==> src/rtl/cursor_sprite_overlay_pkg.sv <==
// Shared types for the cursor overlay: VGA and mouse buses, sprite codes, clamp helper.
// Pure declarations; no timing or flow control.
package cursor_sprite_overlay_pkg;

  typedef struct packed {
    logic [10:0] hcount;
    logic        hsync;
    logic        hblnk;
    logic [10:0] vcount;
    logic        vsync;
    logic        vblnk;
    logic [11:0] rgb;
  } vga_t;

  typedef struct packed {
    logic [11:0] xpos;
    logic [11:0] ypos;
  } mouse_t;

  localparam int VGA_BUS_SIZE   = $bits(vga_t);
  localparam int MOUSE_BUS_SIZE = $bits(mouse_t);

  typedef enum logic [1:0] {
    CODE_TRANSP  = 2'd0,
    CODE_OUTLINE = 2'd1,
    CODE_FILL    = 2'd2,
    CODE_ACCENT  = 2'd3
  } sprite_code_t;

  function automatic logic [11:0] clamp12(input logic [11:0] v, input logic [11:0] lim);
    return (v > lim) ? lim : v;
  endfunction

endpackage

==> src/rtl/cursor_sprite_overlay_if.sv <==
// VGA bus wrapper; master drives the bus, slave observes it.
// No handshake: one pixel per cycle, no backpressure.
interface cursor_sprite_overlay_if;
  cursor_sprite_overlay_pkg::vga_t bus;

  modport master (output bus);
  modport slave  (input  bus);
endinterface

==> src/rtl/cursor_sprite_overlay_rom.sv <==
// Arrow cursor bitmap, 2 bits per pixel, addressed row*SPRITE_W+col.
// Combinational lookup, zero latency, no backpressure.
module cursor_sprite_rom
  import cursor_sprite_overlay_pkg::*;
#(
  parameter int SPRITE_W = 16,
  parameter int SPRITE_H = 16,
  parameter int AW       = $clog2(SPRITE_W * SPRITE_H)
) (
  input  logic [AW-1:0] addr,
  output sprite_code_t  code
);

  int row;
  int col;

  always_comb begin
    row  = int'(addr) / SPRITE_W;
    col  = int'(addr) % SPRITE_W;
    code = CODE_TRANSP;
    if (row < SPRITE_H) begin
      // Triangle head with outlined edges, a base line, then a two-wide accented stem.
      if (row <= 10) begin
        if (col == 0 || col == row) code = CODE_OUTLINE;
        else if (col < row)         code = CODE_FILL;
      end else if (row == 11) begin
        if (col <= 5) code = CODE_OUTLINE;
      end else if (row <= 14) begin
        if (col == 4 || col == 7)      code = CODE_OUTLINE;
        else if (col == 5 || col == 6) code = CODE_ACCENT;
      end else if (row == 15) begin
        if (col >= 4 && col <= 7) code = CODE_OUTLINE;
      end
    end
  end

endmodule

==> src/rtl/cursor_sprite_overlay.sv <==
// Overlays a scaled 2bpp cursor sprite at the frame-latched mouse position onto the VGA bus.
// Fixed 2-cycle latency on every field; one pixel per cycle, never stalls.
module cursor_sprite_overlay
  import cursor_sprite_overlay_pkg::*;
#(
  parameter int          SPRITE_W    = 16,
  parameter int          SPRITE_H    = 16,
  parameter int          SCALE_LOG2  = 0,
  parameter int          HOT_X       = 0,
  parameter int          HOT_Y       = 0,
  parameter int          H_ACTIVE    = 800,
  parameter int          V_ACTIVE    = 600,
  parameter logic [11:0] COL_OUTLINE = 12'h000,
  parameter logic [11:0] COL_FILL    = 12'hFFF,
  parameter logic [11:0] COL_PRESS   = 12'hF00,
  parameter logic [11:0] COL_ACCENT  = 12'h888
) (
  input  logic                           pclk,
  input  logic                           rst_n,
  input  mouse_t                         mouse_in,
  input  logic                           btn_left,
  cursor_sprite_overlay_if.slave         vga_in,
  cursor_sprite_overlay_if.master        vga_out
);

  localparam int AW = $clog2(SPRITE_W * SPRITE_H);
  localparam logic signed [12:0] OFF_X  = 13'(HOT_X << SCALE_LOG2);
  localparam logic signed [12:0] OFF_Y  = 13'(HOT_Y << SCALE_LOG2);
  localparam logic signed [12:0] SPAN_X = 13'(SPRITE_W << SCALE_LOG2);
  localparam logic signed [12:0] SPAN_Y = 13'(SPRITE_H << SCALE_LOG2);
  localparam logic [11:0] X_MAX = 12'(H_ACTIVE - 1);
  localparam logic [11:0] Y_MAX = 12'(V_ACTIVE - 1);

  vga_t in_bus;
  assign in_bus = vga_in.bus;

  logic [11:0] x_lat;
  logic [11:0] y_lat;
  logic        pressed;
  logic        vblnk_prev;

  // Position and button are sampled only on the vblank rising edge so a frame never tears.
  always_ff @(posedge pclk or negedge rst_n) begin
    if (!rst_n) begin
      x_lat      <= '0;
      y_lat      <= '0;
      pressed    <= 1'b0;
      vblnk_prev <= 1'b0;
    end else begin
      vblnk_prev <= in_bus.vblnk;
      if (in_bus.vblnk && !vblnk_prev) begin
        x_lat   <= clamp12(mouse_in.xpos, X_MAX);
        y_lat   <= clamp12(mouse_in.ypos, Y_MAX);
        pressed <= btn_left;
      end
    end
  end

  logic signed [12:0] ox, oy, dx, dy;
  logic [12:0]        col_c, row_c;
  logic [AW-1:0]      addr_c;
  logic               hit_c;

  always_comb begin
    ox     = $signed({1'b0, x_lat}) - OFF_X;
    oy     = $signed({1'b0, y_lat}) - OFF_Y;
    dx     = $signed({2'b00, in_bus.hcount}) - ox;
    dy     = $signed({2'b00, in_bus.vcount}) - oy;
    hit_c  = !dx[12] && (dx < SPAN_X) && !dy[12] && (dy < SPAN_Y)
             && !in_bus.hblnk && !in_bus.vblnk;
    col_c  = dx >>> SCALE_LOG2;
    row_c  = dy >>> SCALE_LOG2;
    addr_c = AW'(row_c * 13'(SPRITE_W) + col_c);
  end

  vga_t          s1_bus;
  logic          s1_hit;
  logic          s1_pressed;
  logic [AW-1:0] s1_addr;

  // The press state travels with the pixel so the colour matches the origin it was hit against.
  always_ff @(posedge pclk or negedge rst_n) begin
    if (!rst_n) begin
      s1_bus     <= '0;
      s1_hit     <= 1'b0;
      s1_pressed <= 1'b0;
      s1_addr    <= '0;
    end else begin
      s1_bus     <= in_bus;
      s1_hit     <= hit_c;
      s1_pressed <= pressed;
      s1_addr    <= addr_c;
    end
  end

  sprite_code_t code;

  cursor_sprite_rom #(
    .SPRITE_W (SPRITE_W),
    .SPRITE_H (SPRITE_H),
    .AW       (AW)
  ) u_rom (
    .addr (s1_addr),
    .code (code)
  );

  vga_t out_c;

  always_comb begin
    out_c = s1_bus;
    if (s1_hit) begin
      unique case (code)
        CODE_TRANSP:  ;
        CODE_OUTLINE: out_c.rgb = COL_OUTLINE;
        CODE_FILL:    out_c.rgb = s1_pressed ? COL_PRESS : COL_FILL;
        CODE_ACCENT:  out_c.rgb = COL_ACCENT;
      endcase
    end
  end

  always_ff @(posedge pclk or negedge rst_n) begin
    if (!rst_n) vga_out.bus <= '0;
    else        vga_out.bus <= out_c;
  end

endmodule
==> src/flat_wrapper.sv <==
// flat-port wrapper written by rule: the top's interface ports become plain ports
module cursor_sprite_overlay_flat import cursor_sprite_overlay_pkg::*;
#(
  parameter int          SPRITE_W    = 16,
  parameter int          SPRITE_H    = 16,
  parameter int          SCALE_LOG2  = 0,
  parameter int          HOT_X       = 0,
  parameter int          HOT_Y       = 0,
  parameter int          H_ACTIVE    = 800,
  parameter int          V_ACTIVE    = 600,
  parameter logic [11:0] COL_OUTLINE = 12'h000,
  parameter logic [11:0] COL_FILL    = 12'hFFF,
  parameter logic [11:0] COL_PRESS   = 12'hF00,
  parameter logic [11:0] COL_ACCENT  = 12'h888
)
  (pclk, rst_n, mouse_in, btn_left, vga_in_bus, vga_out_bus);
  cursor_sprite_overlay_if vga_in_i ();
  cursor_sprite_overlay_if vga_out_i ();
  input  logic pclk;
  input  logic rst_n;
  input  mouse_t mouse_in;
  input  logic btn_left;
  input wire logic [$bits(vga_in_i.bus)-1:0] vga_in_bus;
  output wire logic [$bits(vga_out_i.bus)-1:0] vga_out_bus;
  assign vga_in_i.bus = vga_in_bus;
  assign vga_out_bus = vga_out_i.bus;
  cursor_sprite_overlay #(.SPRITE_W(SPRITE_W), .SPRITE_H(SPRITE_H), .SCALE_LOG2(SCALE_LOG2), .HOT_X(HOT_X), .HOT_Y(HOT_Y), .H_ACTIVE(H_ACTIVE), .V_ACTIVE(V_ACTIVE), .COL_OUTLINE(COL_OUTLINE), .COL_FILL(COL_FILL), .COL_PRESS(COL_PRESS), .COL_ACCENT(COL_ACCENT)) u_core (.pclk(pclk), .rst_n(rst_n), .mouse_in(mouse_in), .btn_left(btn_left), .vga_in(vga_in_i), .vga_out(vga_out_i));
endmodule
==> config.mk <==
export PLATFORM = sky130hd
export DESIGN_NAME = cursor_sprite_overlay_flat
export DESIGN_NICKNAME = d
export VERILOG_FILES = /design/src/rtl/cursor_sprite_overlay_pkg.sv /design/src/rtl/cursor_sprite_overlay_if.sv /design/src/rtl/cursor_sprite_overlay_rom.sv /design/src/rtl/cursor_sprite_overlay.sv /design/src/flat_wrapper.sv
export SDC_FILE = /design/constraint.sdc
export NUM_CORES = 1
export LEC_CHECK = 0
export CORE_MARGIN = 2
export CORE_UTILIZATION = 40
export CTS_CLUSTER_SIZE = 10
export DETAILED_ROUTE_END_ITERATION = 10
export GPL_TIMING_DRIVEN = 0
export MAX_ROUTING_LAYER = met4
export PLACE_DENSITY = 0.66
export SLEW_MARGIN = 10
export SYNTH_ARGS = -nofsm -noshare
export SYNTH_HDL_FRONTEND = slang
export SYNTH_HIERARCHICAL = 1
export SYNTH_SLANG_ARGS = --single-unit
==> constraint.sdc <==
create_clock -name pclk -period 2.8 [get_ports pclk]
set_input_delay 0.56 -clock pclk [delete_from_list [all_inputs] [get_ports pclk]]
set_output_delay 0.56 -clock pclk [all_outputs]
set_load 0.005 [all_outputs]
==> impl_results.html <==
<table>
<tr><th>Metric</th><th>Value</th></tr>
<tr><th colspan="2">Pwr</th></tr>
<tr><td>Net switching power figure</td><td>1.11 mW</td></tr>
<tr><td>Power share of the sequential group</td><td>0.437</td></tr>
<tr><td>Internal power summed over all cells</td><td>~3 mW</td></tr>
<tr><td>Static Leak</td><td>2.86 nW</td></tr>
<tr><td>Power density normalized to cell area</td><td>approximately 660 nW/um2</td></tr>
<tr><td>Max rail drop VDD</td><td>around 550 uV</td></tr>
<tr><td>Switching fraction of total power</td><td>0.269</td></tr>
<tr><td>Clock share of power</td><td>0.333</td></tr>
<tr><td>Combinational power share</td><td>0.230</td></tr>
<tr><th colspan="2">Floorplanning</th></tr>
<tr><td>Die Y</td><td>111 um</td></tr>
<tr><td>Top-level port count</td><td>103</td></tr>
<tr><td>Area of the die</td><td>between 10000 and 15000 um2</td></tr>
<tr><td>Core footprint</td><td>11300 um2</td></tr>
<tr><td>Horizontal die dimension</td><td>between 100 and 150 um</td></tr>
<tr><td>Number of cell rows</td><td>39</td></tr>
<tr><td>Effective utilization at floorplan</td><td>0.406</td></tr>
<tr><th colspan="2">Global routing</th></tr>
<tr><td>Total grt overflow</td><td>0</td></tr>
<tr><td>Number of antenna violations at the first check in global routing</td><td>0</td></tr>
<tr><td>Maximum number of pins on one net before global-route repair</td><td>75</td></tr>
<tr><td>Vias in the first global route</td><td>approximately 3400</td></tr>
<tr><td>First-pass GRT wire length</td><td>15900 um</td></tr>
<tr><td>Tot GR Track Use</td><td>0.169</td></tr>
<tr><th colspan="2">Drt</th></tr>
<tr><td>Detailed Route WL</td><td>between 9000 and 10000 um</td></tr>
<tr><td>Number of vias per cell</td><td>around 4.9</td></tr>
<tr><td>DRC</td><td>0</td></tr>
<tr><td>Detailed-router iteration count before antenna repair</td><td>4</td></tr>
<tr><td>Total via count in the routed design</td><td>around 3200</td></tr>
<tr><td>Routed wirelength normalized by instance count</td><td>about 14 um</td></tr>
<tr><td>Detail Route Antenna Nets</td><td>0</td></tr>
<tr><td>Detailed router's first-iteration violation count</td><td>roughly 140</td></tr>
<tr><th colspan="2">Worst setup path</th></tr>
<tr><td>Master of the slowest instance on the critical path</td><td>sky130_fd_sc_hd__clkdlybuf4s50_1</td></tr>
<tr><td>Worst path arrival time</td><td>approximately 3.0 ns</td></tr>
<tr><td>Crit path kind</td><td>in -&gt; reg</td></tr>
<tr><td>Crit path required time</td><td>about 3.1 ns</td></tr>
<tr><td>CP max FO</td><td>5</td></tr>
<tr><td>Crit-path max cell delay</td><td>~0.50 ns</td></tr>
<tr><td>Critical path capture point type</td><td>flop</td></tr>
<tr><td>Bufs and invs on worst path</td><td>1</td></tr>
<tr><td>Cells along the critical path</td><td>clkdlybuf4s50_1 &gt; ha_2 &gt; a21o_1 &gt; nand2_1 &gt; a31oi_1 &gt; a211o_1 &gt; xor2_1 &gt; or4_4 &gt; nor4b_4</td></tr>
<tr><td>Crit path launch type</td><td>input port</td></tr>
<tr><td>Logic depth of the worst setup path including buffers</td><td>9</td></tr>
<tr><td>Cell type group with the largest total delay on the critical path</td><td>simple AND/OR/NAND/NOR gates</td></tr>
<tr><td>Reg2reg path depth</td><td>9</td></tr>
<tr><th colspan="2">Min path</th></tr>
<tr><td>Worst hold path type</td><td>in -&gt; async</td></tr>
<tr><th colspan="2">CTS</th></tr>
<tr><td>Register clock-pin slew on the reported worst setup and hold paths</td><td>~0.070 ns</td></tr>
<tr><td>Clock tree from TritonCTS</td><td>yes</td></tr>
<tr><td>Number of hold-repair buffers added at the cts stage</td><td>0</td></tr>
<tr><td>Clock Root Buffer</td><td>sky130_fd_sc_hd__clkbuf_16</td></tr>
<tr><td>Number of sinks on the clock net</td><td>approximately 110</td></tr>
<tr><td>Clock latency at the later pin of the worst-skew pair</td><td>around 0.36 ns</td></tr>
<tr><td>Buffer depth of the longest clock path</td><td>2</td></tr>
<tr><td>Total CTS buffers</td><td>9</td></tr>
<tr><td>Maximum level of the CTS H-tree</td><td>3</td></tr>
<tr><th colspan="2">Place</th></tr>
<tr><td>Number of I/O port buffers</td><td>between 100 and 150</td></tr>
<tr><td>Dpl hpwl</td><td>around 7000 um</td></tr>
<tr><td>DP Cell Count</td><td>between 600 and 700</td></tr>
<tr><td>Routability congestion estimate</td><td>approximately 0.76</td></tr>
<tr><td>Cell area after placement</td><td>just under 6000 um2</td></tr>
<tr><th colspan="2">Cells and area</th></tr>
<tr><td>Number of standard cells in the layout, taps in and fillers out</td><td>roughly 650</td></tr>
<tr><td># nets final</td><td>600</td></tr>
<tr><td>Total inserted antenna cells</td><td>0</td></tr>
<tr><td>Final standard cell area without fillers</td><td>roughly 6300 um2</td></tr>
<tr><td>Final standard cell utilization of the core</td><td>0.560</td></tr>
<tr><td>Layout cells sized above 1</td><td>0.120</td></tr>
<tr><td>Layout overhead on the synthesized area</td><td>38.2%</td></tr>
<tr><th colspan="2">STA</th></tr>
<tr><td>Time the worst path needs with I/O delays and setup</td><td>around 2.7 ns</td></tr>
<tr><td>Least-Margin Pin Slew</td><td>~0.58 ns</td></tr>
<tr><td>Setup TNS</td><td>0 ns</td></tr>
<tr><td>Final number of setup-violating endpoints</td><td>0</td></tr>
<tr><td>Largest clock skew in the final design</td><td>0.00582 ns</td></tr>
<tr><td>Final count of hold timing violations</td><td>0</td></tr>
<tr><td>Final Max Slew Viols</td><td>0</td></tr>
<tr><td>Highest Clock Rate</td><td>roughly 370 MHz</td></tr>
<tr><td>Max-slew headroom</td><td>0.614</td></tr>
<tr><td>Post-route clock period utilization</td><td>0.976</td></tr>
<tr><th colspan="2">Logic synthesis</th></tr>
<tr><td>Number of cells produced by synthesis</td><td>382</td></tr>
<tr><td>Dominant cell by count in the synthesized netlist</td><td>sky130_fd_sc_hd__dfrtp_1</td></tr>
<tr><td>Synth area leader</td><td>sky130_fd_sc_hd__dfrtp_1</td></tr>
<tr><td>Total standard cell area after synthesis</td><td>about 4600 um2</td></tr>
<tr><td>Top post-synthesis cells by area</td><td>sky130_fd_sc_hd__dfrtp_1, sky130_fd_sc_hd__ha_1, sky130_fd_sc_hd__a21oi_1</td></tr>
<tr><td>Dominant register cell in the synthesized netlist</td><td>sky130_fd_sc_hd__dfrtp_1</td></tr>
<tr><td>Async set-or-reset flop fraction in the synthesized netlist</td><td>1.00</td></tr>
<tr><td>Syn nets</td><td>479</td></tr>
<tr><td>Flip-flop and latch count after synthesis</td><td>~110</td></tr>
<tr><td>Sequential share of the synthesized area</td><td>0.608</td></tr>
<tr><td>Area share of the leading cell type in the synthesized netlist</td><td>0.608</td></tr>
<tr><td>Most common library cells after synthesis</td><td>sky130_fd_sc_hd__dfrtp_1, sky130_fd_sc_hd__inv_1, sky130_fd_sc_hd__a21oi_1</td></tr>
<tr><td>Netlist cell types</td><td>51</td></tr>
<tr><td>Number of warnings printed during yosys synthesis</td><td>6</td></tr>
<tr><td>Count of flip-flops with a built-in enable after synthesis</td><td>0</td></tr>
<tr><td>Post-Synthesis Mean Instance Area</td><td>12.0 um2</td></tr>
<tr><th colspan="2">Status</th></tr>
<tr><td>Status</td><td>finished clean</td></tr>
<tr><th colspan="2">Flow run</th></tr>
<tr><td># Max-Cap Violations</td><td>0</td></tr>
</table>
## cells by family (layout without fill, tap and decap cells)
logic type      count (synthesis)  after routing  share of synthesized area
compound gates                 94             94                      0.129
xor+xnor                       15             15                     0.0287
simple gates                   78             78                     0.0909
flops                         111            111                      0.608
mux                             6              6                     0.0134
fa+ha+maj                      32             32                     0.0925
buf+inv                        46            172                     0.0378
## placed cells by master (no fill, tap or decap), types with 4 or more instances in the layout
master                              n
sky130_fd_sc_hd__nor2_1            20
sky130_fd_sc_hd__xor2_1             6
sky130_fd_sc_hd__a21oi_1           32
sky130_fd_sc_hd__dlygate4sd2_1      4
sky130_fd_sc_hd__o21ai_0           15
sky130_fd_sc_hd__nor2b_1            9
sky130_fd_sc_hd__mux2i_1            5
sky130_fd_sc_hd__o22ai_1            6
sky130_fd_sc_hd__ha_2               5
sky130_fd_sc_hd__buf_4              7
sky130_fd_sc_hd__inv_1             40
sky130_fd_sc_hd__ha_4               5
sky130_fd_sc_hd__xnor2_1            6
sky130_fd_sc_hd__clkdlybuf4s50_1   93
sky130_fd_sc_hd__clkbuf_16          9
sky130_fd_sc_hd__clkbuf_1           5
sky130_fd_sc_hd__ha_1              19
sky130_fd_sc_hd__o21a_1             7
sky130_fd_sc_hd__dfrtp_1          111
sky130_fd_sc_hd__a21o_1             6
sky130_fd_sc_hd__nand2_1           19
## metal layers
metal | GRT usage | vias up | wire (um) | part of all wire
li1 | - | 1547 | - | -
met4 | 0.0625 | 0 | 174 | 0.019
met1 | 0.195 | 1534 | 3910 | 0.42
met3 | 0.0437 | 16 | 450 | 0.048
met5 | - | - | 0 | 0
met2 | 0.286 | 85 | 4870 | 0.52
## stage by stage
stage	hold WS [ns]	worst slack, ns	total power, mW
final	0.0930	0.0671	4.14
after global routing	0.113	-0.0818	4.38
after CTS	0.0946	-0.0659	4.16
after detailed placement	0.335	-0.708	2.73
after global placement	0.332	-2.85	2.69
after floorplan	0.264	0.0392	2.35
## registers in the layout, summed over array words and instances (netlist names)
register,count
u_core/s1_hit,1
u_core/s1_pressed,1
u_core/y_lat,12
u_core/pressed,1
u_core/s1_bus,12
u_core/vga_out.bus,38
u_core/s1_addr,8
u_core/out_c,26
u_core/x_lat,12
## layout make-up
class | count | area (um2)
flip-flops and latches | 111 | 2780
clock inverters | 7 | 103
well taps | 143 | 179
inverters | 41 | 154
fillers | 967 | 4950
multi-input cells | 225 | 1760
clock buffers | 9 | 225
plain buffers | 5 | 18.8
repair buffers | 110 | 1100
## power by group through the flow
stage                     logic, mW  registers (mW)  clock network [mW]
final                         0.953            1.81                1.38
after floorplan               0.516            1.84                   0
after detailed placement      0.890            1.84                   0
after global placement        0.851            1.84                   0
after global routing           1.06            1.83                1.49
after CTS                     0.923            1.81                1.42
## repair_timing
item	4_1_cts	5_1_grt
pin swaps	9	6
setup buffers	4	3
cloned	0	0
endpoints found under the setup margin	2	2
gates resized for setup	22	13
## final timing paths
kind,startpoint,to,slack [ns]
max in group asynchronous,rst_n,u_core/vga_out.bus[22]$_DFF_PN0_,2.04
setup / recovery,vga_in_bus[30],u_core/s1_hit$_DFF_PN0_,0.07
setup reg to reg,u_core/y_lat[0]$_DFFE_PN0P_,u_core/s1_hit$_DFF_PN0_,0.07
min in group pclk,u_core/out_c[16]$_DFF_PN0_,u_core/vga_out.bus[16]$_DFF_PN0_,0.35
hold / removal,rst_n,u_core/vga_out.bus[27]$_DFF_PN0_,0.09
hold reg to reg,u_core/out_c[16]$_DFF_PN0_,u_core/vga_out.bus[16]$_DFF_PN0_,0.35
No activity file was read; power rests on OpenSTA's default activity.
